File: src/rtl/p2p_link_fifo.sv
// Elastic link buffer between a fixed-rate source and a valid/ready sink. Latency is 1 cycle, or 0 when empty with P2P_LINK_BYPASS_EN.
// The source is never stalled; sink backpressure fills the queue, after which arrivals are dropped and counted.
module p2p_link_fifo #(
  parameter int WIDTH = 4,
  parameter int DEPTH = 4,
  parameter int CNT_W = 8
) (
  input  logic                       clk,
  input  logic                       rst_n,
  input  logic [WIDTH-1:0]           in_msg,
  input  logic                       in_valid,
  output logic [WIDTH-1:0]           out_msg,
  output logic                       out_valid,
  input  logic                       out_ready,
  output logic                       full,
  output logic                       empty,
  output logic [$clog2(DEPTH):0]     level,
  output logic                       drop_pulse,
  output logic [CNT_W-1:0]           drop_cnt
);

  localparam int AW = $clog2(DEPTH);
  localparam int LW = AW + 1;

  logic [WIDTH-1:0] r_mem [DEPTH];
  logic [AW-1:0]    r_wr_ptr;
  logic [AW-1:0]    r_rd_ptr;
  logic [LW-1:0]    r_level;
  logic             r_drop_pulse;
  logic [CNT_W-1:0] r_drop_cnt;

  logic w_empty;
  logic w_full;
  logic w_bypass;
  logic w_thru;
  logic w_pop;
  logic w_wr;
  logic w_drop;

  assign w_empty = (r_level == '0);
  assign w_full  = (r_level == LW'(DEPTH));

`ifdef P2P_LINK_BYPASS_EN
  // An arrival into an empty queue is shown directly; if taken now it never touches storage.
  assign w_bypass = w_empty & in_valid;
  assign w_thru   = w_bypass & out_ready;
`else
  assign w_bypass = 1'b0;
  assign w_thru   = 1'b0;
`endif

  assign w_pop  = !w_empty && out_ready;
  assign w_wr   = in_valid && !w_thru && (!w_full || w_pop);
  assign w_drop = in_valid && w_full && !w_pop;

  assign out_valid  = !w_empty || w_bypass;
  assign out_msg    = w_bypass ? in_msg : r_mem[r_rd_ptr];
  assign full       = w_full;
  assign empty      = w_empty;
  assign level      = r_level;
  assign drop_pulse = r_drop_pulse;
  assign drop_cnt   = r_drop_cnt;

  always_ff @(posedge clk) begin
    if (w_wr) begin
      r_mem[r_wr_ptr] <= in_msg;
    end
  end

  always_ff @(posedge clk or negedge rst_n) begin
    if (!rst_n) begin
      r_wr_ptr     <= '0;
      r_rd_ptr     <= '0;
      r_level      <= '0;
      r_drop_pulse <= 1'b0;
      r_drop_cnt   <= '0;
    end else begin
      if (w_wr) begin
        r_wr_ptr <= r_wr_ptr + AW'(1);
      end
      if (w_pop) begin
        r_rd_ptr <= r_rd_ptr + AW'(1);
      end
      if (w_wr && !w_pop) begin
        r_level <= r_level + LW'(1);
      end else if (w_pop && !w_wr) begin
        r_level <= r_level - LW'(1);
      end
      r_drop_pulse <= w_drop;
      if (w_drop && (r_drop_cnt != {CNT_W{1'b1}})) begin
        r_drop_cnt <= r_drop_cnt + CNT_W'(1);
      end
    end
  end

endmodule
File: config.mk
export PLATFORM = sky130hd
export DESIGN_NAME = p2p_link_fifo
export DESIGN_NICKNAME = d
export VERILOG_FILES = /design/src/rtl/p2p_link_fifo.sv
export SDC_FILE = /design/constraint.sdc
export NUM_CORES = 1
export LEC_CHECK = 0
export CORE_UTILIZATION = 40
export DETAILED_ROUTE_END_ITERATION = 10
export DONT_BUFFER_PORTS = 1
export PLACE_DENSITY_LB_ADDON = 0.05
export SETUP_SLACK_MARGIN = 0.1
export SLEW_MARGIN = 20
export SYNTH_ARGS = -nofsm -noshare
export SYNTH_HDL_FRONTEND = slang
export SYNTH_SLANG_ARGS = --single-unit
File: constraint.sdc
create_clock -name clk -period 2.97 [get_ports clk]
set_clock_uncertainty 0.15 [all_clocks]
set_input_delay 0.4455 -clock clk [delete_from_list [all_inputs] [get_ports clk]]
set_output_delay 0.4455 -clock clk [all_outputs]
set_load 0.005 [all_outputs]
==> flow_metrics.py, run 1 <==
metrics = {
    "clock_tree": {
        "cts.path.max_buffers": 2,
        "cts_num_sinks": 32,
        "cts_tree": "yes",
        "cts_htree_levels": 2,
        "cts_inserted_buffers": 5,
        "clk_pin_slew_ns": 0.10,
        "cts-root-buf": "clkbuf_4",
        "clk_latency_ns": 0.32,
        "cts.repair.resized": 0,
    },
    "placed_design": {
        "place_congestion": 0.6977,
        "port_buffers": 0,
        "placedCellCount": 144,
        "dpl.hpwl_mm": 1.720,
        "dpl_worst_slack_ns": 0.5455,
    },
    "logic_synthesis": {
        "ys_top_cells_by_area": "edfxtp_1 33%, dfrtp_1 27%, mux4_2 6.2%",
        "ys.flop_type": "edfxtp_1",
        "synth_common_cells": "16 x dfrtp_1, 16 x edfxtp_1, 8 x nand2_1",
        "ys_seq_area_frac": 0.6027,
        "async_flop_share": 0.5000,
        "synth_top_cell_by_area": "edfxtp_1",
        "synth_top_area_share": 0.3288,
        "synth_edf_count": 16,
        "ys_warn_count": 0,
        "syn-num-nets": 116,
        "syn-instance-count": 101,
        "netlist_area_sq_mm": 0.001461,
        "yosys_register_bits": 32,
        "ys_types": 30,
        "syn_avg_cell_area_sq_um": 14.47,
    },
    "sta": {
        "fin_crit_ns": 2.407,
        "relSlewSlack": 0.4998,
        "rsz0062_at_grt": "false",
        "fin_ws_ns": 0.5627,
        "clock.fmax_ghz": 0.4154,
        "hold_viol": 0,
        "setup_tns_ns": 0,
        "setup_viol": 0,
        "final_max_slew_viol_count": 0,
        "worst_pin_slew_ns": 0.7478,
        "finalHoldWorstSlack_ns": 0.05080,
        "post-route-period-util": 0.8105,
    },
    "cells_and_area": {
        "finalNetCount": 121,
        "drive_gt1_frac": 0.1589,
        "syn_to_final_growth_pct": 6.764,
        "final_cells": 153,
        "antenna_cells": 0,
    },
    "pwr": {
        "cellPowerDensity_mw_per_mm2": 818.1,
        "p_leak_nw": 0.6292,
        "vdd_drop_max_mv": 0.2858,
    },
    "critical_path": {
        "cp.arrival_ns": 2.48,
        "max_stage_delay_ns": 0.48,
        "startpoint_type": "register",
        "crit_fanout": 8,
        "cp_top_family": "simple AND/OR/NAND/NOR gates",
        "cp_num_buf_inv": 1,
        "crit_type": "reg -> reg",
        "required_ns": 3.04,
        "slowest_stage": "dfrtp_1",
        "crit_chain": "nor4b_4 -> and2b_1 -> ha_1 -> inv_1 -> fa_1 -> mux2_2",
        "crit_path_end_kind": "register",
    },
    "floorplan": {
        "start_util": 0.4278,
        "rows": 21,
        "die-height_um": 62.45,
        "ioPinCount": 27,
        "die_area_sq_mm": 0.003899,
        "coreArea_sq_mm": 0.003416,
        "die_x_um": 62.45,
    },
    "drt": {
        "drc": 0,
        "routedWlPerCell_um": 15.16,
        "drt_iter0_markers": 23,
        "routed_wl_mm": 2.320,
        "wl_met3_um": 158,
        "num_vias": 773,
        "wl_met1_mm": 1.136,
        "drt-pass1-iter-count": 4,
        "ant_nets": 0,
        "viasPerCell": 5.052,
        "dr_wl_met2_um": 976,
        "top_layer": "met4",
    },
    "grt": {
        "grt_overflow": 0,
        "antenna_found_initial": 0,
        "grt_pass1_wl_mm": 4.064,
        "grt_max_degree": 17,
        "grt_util_all_layers": 0.1436,
        "grt_pass1_vias": 787,
    },
    "flow_run": {
        "maxCapViolCount": 0,
    },
    "hold_path": {
        "hold_class": "in -> reg",
    },
    "outcome": {
        "status": "complete, no violations",
    },
}
==> cell usage in the layout (no fill, tap or decap), drive strengths merged, types with 4 or more instances in the layout <==
cell type   n
and2        5
clkbuf      7
dfrtp      16
edfxtp     16
ha          6
inv         5
mux2        6
mux4        4
nand2       9
nand3       4
xnor2       5
==> cell families after synthesis <==
| family | count (synthesis) | share of synthesized area |
|---|---|---|
| flip-flops | 32 | 0.6027 |
| XOR/XNOR | 7 | 0.04195 |
| adder cells (fa/ha/maj) | 7 | 0.06507 |
| multiplexers | 10 | 0.1130 |
| AND/OR/NAND/NOR | 31 | 0.1284 |
| buffers and inverters | 8 | 0.02569 |
| AO/OA/AOI/OAI | 6 | 0.02312 |
==> stage by stage <==
stage	utilization	power, W	area, sq um
after floorplan	-	0.0009801	1461
after global placement	0.4392	0.001051	1500
after detailed placement	0.4392	0.001059	1500
after CTS	0.4568	0.001300	1560
after global routing	0.4568	0.001376	1560
final	0.4568	0.001276	1560
==> path summary, 6_finish.rpt <==
check	slack [ns]	cells past startpoint	end	start
max in group asynchronous	1.73	1	drop_cnt[1]	rst_n
min reg2reg	0.39	1	drop_cnt[0]	drop_cnt[0]
max	0.56	6	level[1]	level[1]
min	0.05	0	r_mem[3][3]	in_msg[3]
min in group asynchronous	0.46	1	r_rd_ptr[1]	rst_n
max reg2reg	0.56	6	level[1]	level[1]
==> routing by layer <==
layer / track usage / vias up
li1: - / 370
met1: 0.2031 / 371
met2: 0.1848 / 26
met3: 0.06934 / 6
met4: 0.06105 / 0
met5: 0 / -
==> report_power, final <==
part	leakage, nW	internal, W	switching (W)
registers	0.346	0.000582	0.000126
logic	0.254	0.000183	0.000153
clock network	0.0293	0.0000921	0.000140
total	0.629	0.000857	0.000419
==> registers in the layout, summed over array words and instances (netlist names) <==
name        cells
drop_cnt        8
r_wr_ptr        2
drop_pulse      1
r_mem          16
level           3
r_rd_ptr        2
==> repair_timing <==
action,4_1_cts,5_1_grt
hold buffers,1,0
setup buffers,0,0
endpoints found under the hold margin,16,0
==> cell type report <==
cell class	instances	area [sq um]
Clock buffer	7	45.04
Inverter	5	18.77
Clock inverter	1	5.005
Fill cell	329	1856
Timing Repair Buffer	1	10.01
Sequential cell	32	880.8
Multi-Input combinational cell	61	543.0
Tap cell	46	57.56
Note: power is estimated with default switching activity, not from simulation.
==> run 2, diff against run 1 <==
- clock period: 2.97 -> 2.3 ns (I/O delays scaled with it)
==> flow_metrics.py, run 2 (same netlist as run 1, synthesis figures left out) <==
metrics = {
    "critical_path": {
        "crit_type": "reg -> reg",
        "crit_fanout": 6,
        "cp.arrival_ns": 2.30,
        "crit_path_end_kind": "register",
        "startpoint_type": "register",
        "required_ns": 2.37,
    },
    "flow_run": {
        "maxCapViolCount": 0,
    },
    "drt": {
        "ant_nets": 0,
        "routedWlPerCell_um": 14.64,
        "drt_iter0_markers": 27,
        "drc": 0,
        "drt-pass1-iter-count": 4,
        "num_vias": 805,
        "routed_wl_mm": 2.401,
        "viasPerCell": 4.909,
    },
    "pwr": {
        "vdd_drop_max_mv": 0.3962,
        "power_frac_seq": 0.525,
        "combPwrFrac": 0.301,
        "p_leak_nw": 0.6878,
        "power_switching_w": 0.0005750,
        "power_frac_clock": 0.175,
        "cellPowerDensity_mw_per_mm2": 1033,
        "p_total_w": 0.001747,
        "switching_share": 0.3291,
        "internal_power_w": 0.001172,
    },
    "clock_tree": {
        "cts_tree": "yes",
        "cts-root-buf": "clkbuf_4",
        "cts_inserted_buffers": 5,
        "clk_latency_ns": 0.33,
        "cts_num_sinks": 32,
        "cts.path.max_buffers": 2,
        "cts_htree_levels": 2,
        "clk_pin_slew_ns": 0.10,
    },
    "floorplan": {
        "start_util": 0.4278,
        "die-height_um": 62.45,
        "die_area_sq_mm": 0.003899,
        "coreArea_sq_mm": 0.003416,
        "ioPinCount": 27,
        "die_x_um": 62.45,
        "rows": 21,
    },
    "grt": {
        "grt_overflow": 0,
        "grt_pass1_vias": 869,
        "grt_max_degree": 17,
        "grt_util_all_layers": 0.1464,
        "antenna_found_initial": 0,
        "grt_pass1_wl_mm": 4.146,
    },
    "outcome": {
        "status": "complete, no violations",
    },
    "cells_and_area": {
        "multi_input_area_sq_um": 575.6,
        "layout_commonest_cell": "edfxtp_1",
        "syn_to_final_growth_pct": 15.75,
        "drive_gt1_frac": 0.2712,
        "finalNetCount": 132,
        "final_cell_mix": "16 x edfxtp_1, 14 x dfrtp_1, 7 x nand2_1, 6 x dlygate4sd3_1, 6 x buf_4",
        "largest_reg_flops": 16,
        "seq_area_sq_um": 883.3,
        "regMostFlops": "r_mem",
        "fillers": 314,
        "antenna_cells": 0,
    },
    "sta": {
        "final_max_slew_viol_count": 0,
        "hold_viol": 0,
        "fin_crit_ns": 2.227,
        "worst_pin_slew_ns": 0.7149,
        "relSlewSlack": 0.5218,
        "setup_tns_ns": 0,
        "fin_ws_ns": 0.07266,
        "clock.fmax_ghz": 0.4490,
        "post-route-period-util": 0.9684,
        "setup_viol": 0,
        "rsz0062_at_grt": "true",
    },
    "placed_design": {
        "dpl.hpwl_mm": 1.737,
        "place_congestion": 0.7031,
        "port_buffers": 0,
        "dpl_worst_slack_ns": 0.07769,
    },
    "hold_path": {
        "hold_class": "in -> reg",
    },
}
run 2: changes by cell type in the layout (fill, tap and decap cells not counted), moves of 2 or more:
cell | previous run | this run
dfrtp_2 | 0 | 2
buf_4 | 0 | 6
dlygate4sd3_1 | 1 | 6
dfrtp_1 | 16 | 14
clkbuf_1 | 2 | 0
run 2: worst paths after layout:
check	startpoint	endpoint	slack [ns]	cells past startpoint
max reg2reg	level[0]	level[1]	0.07	6
max	level[0]	level[1]	0.07	6
min	out_ready	r_rd_ptr[1]	0.03	2
min in group asynchronous	rst_n	r_rd_ptr[1]	0.34	1
max in group asynchronous	rst_n	level[1]	1.15	1
min reg2reg	drop_cnt[0]	drop_cnt[0]	0.43	1
run 2: per-stage QoR:
| step | area [sq um] | hold WS (ns) | std cells | utilization |
|---|---|---|---|---|
| 5_1_grt | 1692 | 0.02474 | 164 | 0.4952 |
| 3_5_place_dp | 1538 | -0.1001 | 147 | 0.4502 |
| 6_report | 1692 | 0.03268 | 164 | 0.4952 |
| 2_1_floorplan | 1486 | -0.1006 | 101 | - |
| 3_3_place_gp | 1538 | -0.1002 | 147 | 0.4502 |
| 4_1_cts | 1665 | 0.02284 | 163 | 0.4875 |
run 2: final cells by class:
class                      count  area share
tap                           46     0.03402
inverter                       5     0.01109
sequential                    32      0.5222
clock inverter                 3    0.008136
timing repair buffer          12     0.06213
clock buffer                   5     0.02219
multi-input combinational     61      0.3402
run 2: worst max-delay path: stages, from the launching register on:
cell,delay (ns)
dfrtp_2,0.49
nor4b_4,0.31
and2b_2,0.28
ha_4,0.16
inv_2,0.05
fa_2,0.41
mux2_4,0.27
run 2: power by group through the flow:
stage / Combinational, W / Clock, W / Sequential [W]
after detailed placement: 0.000476 / 0 / 0.000935
after global routing: 0.000600 / 0.000354 / 0.000945
final: 0.000526 / 0.000305 / 0.000917
after CTS: 0.000510 / 0.000316 / 0.000921
after floorplan: 0.000409 / 0 / 0.000874
after global placement: 0.000470 / 0 / 0.000931
run 2: per-layer routing:
metal / up-vias / wire length, um / GRT usage
met5: - / 0 / 0
met4: 0 / 19 / 0.06977
met3: 2 / 129 / 0.07117
met2: 20 / 1114 / 0.2188
met1: 396 / 1137 / 0.1768
li1: 387 / - / -
run 2: timing repair:
item                                   4_1_cts  5_1_grt
pin swaps                                    3        6
resized for setup                            3        4
endpoints found under the hold margin       32        1
hold buffers                                 5        1
setup endpoints to repair                    2        2
setup buffers                                3        0
